### config.mk
export PLATFORM = sky130hd
export DESIGN_NAME = conv_transpose2d
export DESIGN_NICKNAME = d
export VERILOG_FILES = /design/src/rtl/conv_transpose2d.sv
export SDC_FILE = /design/constraint.sdc
export NUM_CORES = 2
export LEC_CHECK = 0
export ABC_AREA = 1
export BUFFER_PORTS_ARGS = -buffer_cell sky130_fd_sc_hd__buf_2
export CORE_UTILIZATION = 69
export DETAILED_ROUTE_END_ITERATION = 16
export PLACE_DENSITY = 0.94
export SYNTH_ARGS = -nofsm -noshare
export SYNTH_HDL_FRONTEND = slang
export SYNTH_SLANG_ARGS = --single-unit
### constraint.sdc
create_clock -name clk -period 15.8 [get_ports clk]
set_input_delay 0.79 -clock clk [delete_from_list [all_inputs] [get_ports clk]]
set_output_delay 0.79 -clock clk [all_outputs]
set_load 0.05 [all_outputs]
### src/rtl/conv_transpose2d.sv
// conv_transpose2d: memory-mapped 2-D transposed convolution, gather form.
//
// One output pixel is produced at a time: the accumulator is seeded with the
// bias of the current output channel, every contributing (ic, ky, kx) tap is
// multiplied and accumulated, then a single output write is issued.
// All memories are 1-cycle-read SRAM ports: data is valid the cycle after *_en.
//
// Build option: define CONVT_SAT_EN to clamp the result to the signed
// DATA_WIDTH range; otherwise the low DATA_WIDTH bits of the accumulator are
// written (wrapping).
//
// Ports:
//   clk, rst_n                  clock, synchronous active-low reset
//   start                       level request, sampled in IDLE / DONE
//   done, valid                 high while in DONE
//   bias_addr/bias_en/bias_data      bias memory read port   (bias[oc])
//   input_addr/input_en/input_data   input memory read port  (input[ic][iy][ix])
//   weight_addr/weight_en/weight_data weight memory read port (weight[ic][oc][ky][kx])
//   output_addr/output_data/output_we/output_en  output write port (output[oc][oy][ox])
module conv_transpose2d #(
  parameter int IN_CHANNELS  = 1,
  parameter int OUT_CHANNELS = 2,
  parameter int IN_HEIGHT    = 2,
  parameter int IN_WIDTH     = 2,
  parameter int KERNEL_SIZE  = 2,
  parameter int STRIDE       = 2,
  parameter int PADDING      = 0,
  parameter int DATA_WIDTH   = 32,
  parameter int ADDR_WIDTH   = 16
) (
  input  logic                  clk,
  input  logic                  rst_n,
  input  logic                  start,
  output logic                  done,
  output logic                  valid,
  output logic [ADDR_WIDTH-1:0] bias_addr,
  output logic                  bias_en,
  input  logic [DATA_WIDTH-1:0] bias_data,
  output logic [ADDR_WIDTH-1:0] input_addr,
  output logic                  input_en,
  input  logic [DATA_WIDTH-1:0] input_data,
  output logic [ADDR_WIDTH-1:0] weight_addr,
  output logic                  weight_en,
  input  logic [DATA_WIDTH-1:0] weight_data,
  output logic [ADDR_WIDTH-1:0] output_addr,
  output logic [DATA_WIDTH-1:0] output_data,
  output logic                  output_we,
  output logic                  output_en
);

  localparam int OUT_H = (IN_HEIGHT - 1) * STRIDE - 2 * PADDING + KERNEL_SIZE;
  localparam int OUT_W = (IN_WIDTH - 1) * STRIDE - 2 * PADDING + KERNEL_SIZE;
  localparam int ACC_W = 2 * DATA_WIDTH + 8;
  localparam int PW    = 2 * DATA_WIDTH;
  localparam int CW    = 16;

  localparam logic [CW-1:0] OC_LAST = CW'(OUT_CHANNELS - 1);
  localparam logic [CW-1:0] OH_LAST = CW'(OUT_H - 1);
  localparam logic [CW-1:0] OW_LAST = CW'(OUT_W - 1);
  localparam logic [CW-1:0] IC_LAST = CW'(IN_CHANNELS - 1);
  localparam logic [CW-1:0] K_LAST  = CW'(KERNEL_SIZE - 1);

  typedef enum logic [3:0] {
    StIdle, StInit, StBiasRd, StBiasCap, StTap, StCap, StMac, StWrite, StAdvance, StDone
  } state_e;

  state_e state_q;

  logic [CW-1:0] oc_q, oy_q, ox_q, ic_q, ky_q, kx_q;
  logic signed [ACC_W-1:0]      acc_q;
  logic signed [DATA_WIDTH-1:0] in_q, wt_q;

  // A tap contributes only if it lands exactly on an input sample.
  function automatic logic tap_ok(input int oy, input int ox, input int ky, input int kx);
    int ny, nx;
    ny = oy + PADDING - ky;
    nx = ox + PADDING - kx;
    return (ny >= 0) && (nx >= 0) && (ny % STRIDE == 0) && (nx % STRIDE == 0) &&
           (ny / STRIDE < IN_HEIGHT) && (nx / STRIDE < IN_WIDTH);
  endfunction

  function automatic logic [ADDR_WIDTH-1:0] in_addr_f(input int ic, input int oy, input int ox,
                                                      input int ky, input int kx);
    int iy, ix;
    iy = (oy + PADDING - ky) / STRIDE;
    ix = (ox + PADDING - kx) / STRIDE;
    return ADDR_WIDTH'((ic * IN_HEIGHT + iy) * IN_WIDTH + ix);
  endfunction

  function automatic logic [ADDR_WIDTH-1:0] wt_addr_f(input int ic, input int oc, input int ky,
                                                      input int kx);
    return ADDR_WIDTH'(((ic * OUT_CHANNELS + oc) * KERNEL_SIZE + ky) * KERNEL_SIZE + kx);
  endfunction

  function automatic logic [ADDR_WIDTH-1:0] out_addr_f(input int oc, input int oy, input int ox);
    return ADDR_WIDTH'((oc * OUT_H + oy) * OUT_W + ox);
  endfunction

  // Next tap to visit (first tap when leaving BIAS_CAP), its validity and addresses.
  logic [CW-1:0]           nt_ic, nt_ky, nt_kx;
  logic                    nt_ok;
  logic [ADDR_WIDTH-1:0]   nt_iaddr, nt_waddr;
  logic                    last_tap;
  logic [CW-1:0]           nx_oc, nx_oy, nx_ox;
  logic                    all_done;
  logic [PW-1:0]           prod;
  logic signed [ACC_W-1:0] acc_sum, res_acc;
  logic [DATA_WIDTH-1:0]   result;

`ifdef CONVT_SAT_EN
  localparam logic signed [ACC_W-1:0] SAT_MAX =
    {{(ACC_W - DATA_WIDTH + 1){1'b0}}, {(DATA_WIDTH - 1){1'b1}}};
  localparam logic signed [ACC_W-1:0] SAT_MIN =
    {{(ACC_W - DATA_WIDTH + 1){1'b1}}, {(DATA_WIDTH - 1){1'b0}}};
`else
  logic unused_acc_hi;
`endif

  always_comb begin
    last_tap = (ic_q == IC_LAST) && (ky_q == K_LAST) && (kx_q == K_LAST);

    nt_ic = ic_q;
    nt_ky = ky_q;
    nt_kx = kx_q;
    if (state_q == StBiasCap) begin
      nt_ic = '0;
      nt_ky = '0;
      nt_kx = '0;
    end else if (kx_q != K_LAST) begin
      nt_kx = kx_q + CW'(1);
    end else begin
      nt_kx = '0;
      if (ky_q != K_LAST) begin
        nt_ky = ky_q + CW'(1);
      end else begin
        nt_ky = '0;
        nt_ic = ic_q + CW'(1);
      end
    end
    nt_ok    = tap_ok(int'(oy_q), int'(ox_q), int'(nt_ky), int'(nt_kx));
    nt_iaddr = in_addr_f(int'(nt_ic), int'(oy_q), int'(ox_q), int'(nt_ky), int'(nt_kx));
    nt_waddr = wt_addr_f(int'(nt_ic), int'(oc_q), int'(nt_ky), int'(nt_kx));

    nx_ox = ox_q + CW'(1);
    nx_oy = oy_q;
    nx_oc = oc_q;
    if (ox_q == OW_LAST) begin
      nx_ox = '0;
      if (oy_q == OH_LAST) begin
        nx_oy = '0;
        nx_oc = oc_q + CW'(1);
      end else begin
        nx_oy = oy_q + CW'(1);
      end
    end
    all_done = (oc_q == OC_LAST) && (oy_q == OH_LAST) && (ox_q == OW_LAST);

    // Sign-extended operands: the low PW bits of this product equal the signed product.
    prod    = {{DATA_WIDTH{in_q[DATA_WIDTH-1]}}, in_q} * {{DATA_WIDTH{wt_q[DATA_WIDTH-1]}}, wt_q};
    acc_sum = acc_q + {{(ACC_W - PW){prod[PW-1]}}, prod};
    // MAC writes straight out of the adder so the last tap needs no extra cycle.
    res_acc = (state_q == StMac) ? acc_sum : acc_q;

`ifdef CONVT_SAT_EN
    if (res_acc > SAT_MAX) begin
      result = SAT_MAX[DATA_WIDTH-1:0];
    end else if (res_acc < SAT_MIN) begin
      result = SAT_MIN[DATA_WIDTH-1:0];
    end else begin
      result = res_acc[DATA_WIDTH-1:0];
    end
`else
    result        = res_acc[DATA_WIDTH-1:0];
    unused_acc_hi = ^res_acc[ACC_W-1:DATA_WIDTH];
`endif
  end

  always_ff @(posedge clk) begin
    if (!rst_n) begin
      state_q     <= StIdle;
      oc_q        <= '0;
      oy_q        <= '0;
      ox_q        <= '0;
      ic_q        <= '0;
      ky_q        <= '0;
      kx_q        <= '0;
      acc_q       <= '0;
      in_q        <= '0;
      wt_q        <= '0;
      done        <= 1'b0;
      valid       <= 1'b0;
      bias_en     <= 1'b0;
      bias_addr   <= '0;
      input_en    <= 1'b0;
      input_addr  <= '0;
      weight_en   <= 1'b0;
      weight_addr <= '0;
      output_en   <= 1'b0;
      output_we   <= 1'b0;
      output_addr <= '0;
      output_data <= '0;
    end else begin
      unique case (state_q)
        StIdle: begin
          if (start) state_q <= StInit;
        end
        StInit: begin
          oc_q      <= '0;
          oy_q      <= '0;
          ox_q      <= '0;
          bias_en   <= 1'b1;
          bias_addr <= '0;
          state_q   <= StBiasRd;
        end
        StBiasRd: begin
          bias_en <= 1'b0;
          state_q <= StBiasCap;
        end
        StBiasCap: begin
          acc_q     <= {{(ACC_W - DATA_WIDTH){bias_data[DATA_WIDTH-1]}}, bias_data};
          ic_q      <= '0;
          ky_q      <= '0;
          kx_q      <= '0;
          input_en  <= nt_ok;
          weight_en <= nt_ok;
          if (nt_ok) begin
            input_addr  <= nt_iaddr;
            weight_addr <= nt_waddr;
          end
          state_q <= StTap;
        end
        StTap: begin
          // input_en was loaded with this tap's validity on entry to TAP.
          if (input_en) begin
            input_en  <= 1'b0;
            weight_en <= 1'b0;
            state_q   <= StCap;
          end else if (last_tap) begin
            output_en   <= 1'b1;
            output_we   <= 1'b1;
            output_addr <= out_addr_f(int'(oc_q), int'(oy_q), int'(ox_q));
            output_data <= result;
            state_q     <= StWrite;
          end else begin
            ic_q      <= nt_ic;
            ky_q      <= nt_ky;
            kx_q      <= nt_kx;
            input_en  <= nt_ok;
            weight_en <= nt_ok;
            if (nt_ok) begin
              input_addr  <= nt_iaddr;
              weight_addr <= nt_waddr;
            end
          end
        end
        StCap: begin
          in_q    <= input_data;
          wt_q    <= weight_data;
          state_q <= StMac;
        end
        StMac: begin
          acc_q <= acc_sum;
          if (last_tap) begin
            output_en   <= 1'b1;
            output_we   <= 1'b1;
            output_addr <= out_addr_f(int'(oc_q), int'(oy_q), int'(ox_q));
            output_data <= result;
            state_q     <= StWrite;
          end else begin
            ic_q      <= nt_ic;
            ky_q      <= nt_ky;
            kx_q      <= nt_kx;
            input_en  <= nt_ok;
            weight_en <= nt_ok;
            if (nt_ok) begin
              input_addr  <= nt_iaddr;
              weight_addr <= nt_waddr;
            end
            state_q <= StTap;
          end
        end
        StWrite: begin
          output_en <= 1'b0;
          output_we <= 1'b0;
          state_q   <= StAdvance;
        end
        StAdvance: begin
          if (all_done) begin
            done    <= 1'b1;
            valid   <= 1'b1;
            state_q <= StDone;
          end else begin
            oc_q      <= nx_oc;
            oy_q      <= nx_oy;
            ox_q      <= nx_ox;
            bias_en   <= 1'b1;
            bias_addr <= ADDR_WIDTH'(nx_oc);
            state_q   <= StBiasRd;
          end
        end
        StDone: begin
          // A held start must not retrigger; wait for it to drop first.
          if (!start) begin
            done    <= 1'b0;
            valid   <= 1'b0;
            state_q <= StIdle;
          end
        end
        default: state_q <= StIdle;
      endcase
    end
  end

endmodule

==> impl_metrics.py <==
metrics = {
    "die": {
        "io_pins": 202,
        "rows": 85,
        "die_width_um": 236.0,
        "core_mm2": 0.05392,
        "start_util_pct": 70.04,
        "die_area_mm2": 0.05567,
        "die_h_um": 236.0,
    },
    "clocking": {
        "cts_made_buffers": 34,
        "clockBufferDepth": 3,
        "post_cts_buffers": 0,
        "ctsResizeCount": 0,
        "tritoncts": "done",
        "cts.htree.levels": 2,
        "clk_pin_slew_ps": 70,
        "clock_sinks": 282,
        "clk_latency_ps": 590,
        "root_buffer": "clkbuf_16",
        "postCtsHoldBufs": 0,
    },
    "synthesis": {
        "syn_nets": 6310,
        "synth_most_common_cell": "inv_1",
        "yosys.area.top_type": "fa_1",
        "postSynthAreaPerCell_um2": 6.902,
        "synthesis.area_mm2": 0.03777,
        "async_reset_ff_share_pct": 0,
        "ys_seq_elements": 282,
        "ys_top_cells_by_area": "fa_1, dfxtp_1, inv_1",
        "netlist.area_leader.share_pct": 22.16,
        "synth_commonest_cells": "inv_1, nand2_1, nor2_1",
        "ys_seq_area_share_pct": 14.95,
        "yosys_warnings": 0,
        "synth_cell_type_count": 52,
        "synth_ff_type": "dfxtp_1",
        "synth_cells": 5472,
        "synth-edff-count": 0,
    },
    "worst_setup_path": {
        "cp_data_required_time_ps": 16300,
        "cpMaxStageDelayCell": "dfxtp_1",
        "startpoint_type": "flip-flop",
        "r2r_slack_ps": 6240,
        "reg2regPathDepth": 39,
        "worstReg2RegEnd": "acc_q[28]",
        "r2r_start": "wt_q[4]",
        "slowest_delay_ps": 1070,
        "end_kind": "flip-flop",
        "crit_type": "reg2reg",
        "crit_fanout": 29,
        "worstPathArrival_ps": 10060,
    },
    "drt": {
        "wirelength_um": 118200,
        "vias": 36951,
        "ant_nets": 0,
        "wl_per_cell_um": 18.84,
        "drc": 0,
        "vias_per_cell": 5.890,
        "dr.first_iter.drc_count": 4550,
        "dr.pass1.iters": 12,
    },
    "run": {
        "cap_violations": 0,
    },
    "placement": {
        "portBuffers": 201,
        "gp_congestion": 0.9872,
        "dp_hpwl_um": 88540,
    },
    "timing": {
        "finalCriticalPeriod_ps": 9563,
        "skew_ps": 25.63,
        "rsz0062_at_grt": "no",
        "setup_viol": 0,
        "period_share_pct": 60.52,
        "hold_violations": 0,
        "worst_pin_slew_ps": 1366,
        "relSlewSlack_pct": 8.827,
        "fmax_mhz": 104.6,
        "hold_ws_ps": 432.2,
        "drv_slew": 0,
        "fin_setup_tns_ps": 0,
    },
    "min_path": {
        "hp-class": "in2reg",
        "hold_start": "input_data[10]",
        "hold_end": "in_q[10]",
        "min_path_cells": 3,
    },
    "power_and_ir_drop": {
        "p_leak_nw": 23.22,
        "worst_ir_drop_vdd_mv": 0.1757,
        "power_density_mw_per_mm2": 73.22,
    },
    "cells_and_area": {
        "finalNetCount": 6388,
        "fillers": 3871,
        "drive_above_1_share_pct": 6.510,
        "synthToLayoutAreaGrowth_pct": 6.861,
    },
    "grt": {
        "grt_usage_pct": 42.88,
        "grt-ovfl-total": 0,
        "grt_max_degree": 86,
        "first_global_vias": 36770,
        "grt_pass1_wl_um": 188600,
        "antenna_found_initial": 3,
    },
    "run_status": {
        "status": "completed",
    },
}
where the power goes:
group          leakage (nW)  internal (W)  switching, W
Combinational          20.4      0.000429      0.000860
Clock                 0.572      0.000506      0.000363
Sequential             2.27      0.000740     0.0000568
final cells by class:
class / instances / area (um^2) / share of cell area, %
Inverter: 1283 / 4816 / 11.93
Timing Repair Buffer: 234 / 1256 / 3.113
Tap cell: 696 / 870.8 / 2.158
Clock buffer: 43 / 924.6 / 2.291
Multi-Input combinational cell: 3715 / 26560 / 65.81
Sequential cell: 282 / 5645 / 13.99
Clock inverter: 19 / 284.0 / 0.7038
Antenna cell: 1 / 2.502 / 0.006201
flip-flops by register name, indices dropped and copies added, names as in the netlist, 4 cells and up:
register / flops
acc_q: 32
in_q: 32
output_data: 32
wt_q: 32
ic_q: 16
input_addr: 16
kx_q: 16
ky_q: 16
oc_q: 16
output_addr: 16
ox_q: 16
oy_q: 16
weight_addr: 16
state_q: 4
critical path, delay by kind of cell, from the launching register on:
kind | cells | cell delay, ps
buf+inv | 6 | 400
xor+xnor | 1 | 160
flops | 1 | 1070
simple gates | 11 | 1380
compound gates | 11 | 2100
fa+ha+maj | 10 | 4370
worst max path at each step:
stage             from   endpoint  slack (ps)  depth (start not counted)
2_1_floorplan  wt_q[4]  acc_q[28]        7600                         41
3_3_place_gp   wt_q[3]  acc_q[28]        6930                         39
3_5_place_dp   wt_q[2]  acc_q[28]        6560                         39
4_1_cts        wt_q[2]  acc_q[28]        6430                         39
5_1_grt        wt_q[2]  acc_q[28]        5610                         39
6_report       wt_q[4]  acc_q[28]        6240                         39
logic make-up after synthesis:
family                   synth area share, %
XOR/XNOR                               4.357
adder cells (fa/ha/maj)                32.79
flip-flops                             14.95
AND/OR/NAND/NOR                        21.70
AO/OA/AOI/OAI                          11.44
buffers and inverters                  14.76
stage by stage:
step                      std cells  power, W  util (%)  setup slack [ps]  area (um^2)
after floorplan                5472  0.001760         -              7602        37770
after global placement         6210  0.002033     72.60              6933        39150
after detailed placement       6210  0.002060     72.60              6559        39150
after CTS                      6272  0.002932     74.84              6432        40360
after global routing           6273  0.003140     74.85              5605        40360
final                          6273  0.002955     74.85              6237        40360
cell usage in the layout, fill, tap and decap left out, types with 4 or more instances in the layout:
master      instances
nor2_2             10
xor2_1            126
clkinvlp_4          6
clkbuf_8            4
buf_4              34
nand2_1          1176
o21ai_1             7
nand3b_1            9
ha_1              321
clkbuf_1            5
buf_2             200
clkbuf_16          34
a22oi_1            20
o211ai_1            7
a211oi_1            9
nand4_1            59
or2_2               6
o21a_1              9
nor2_1            436
a21o_1             11
nand3_2             7
a21boi_0            7
a31oi_1            19
nor2_4              6
dfxtp_1           282
nand3_1           162
o21ai_0           304
nor3_1             61
fa_1              418
a21oi_1           377
bufinv_16           5
o21bai_1           16
o221ai_1            6
xnor2_1            60
inv_2              22
inv_1            1258
nand2_2            13
nor4_1             29
metal layers:
| layer | wire length [um] | vias up | global-route usage [%] |
|---|---|---|---|
| met5 | 9 | - | 0 |
| met4 | 11200 | 2 | 33.85 |
| met3 | 12570 | 787 | 10.80 |
| met2 | 53810 | 2383 | 69.02 |
| met1 | 40600 | 16908 | 48.76 |
| li1 | - | 16871 | - |
(Power assumes the default switching activity.)
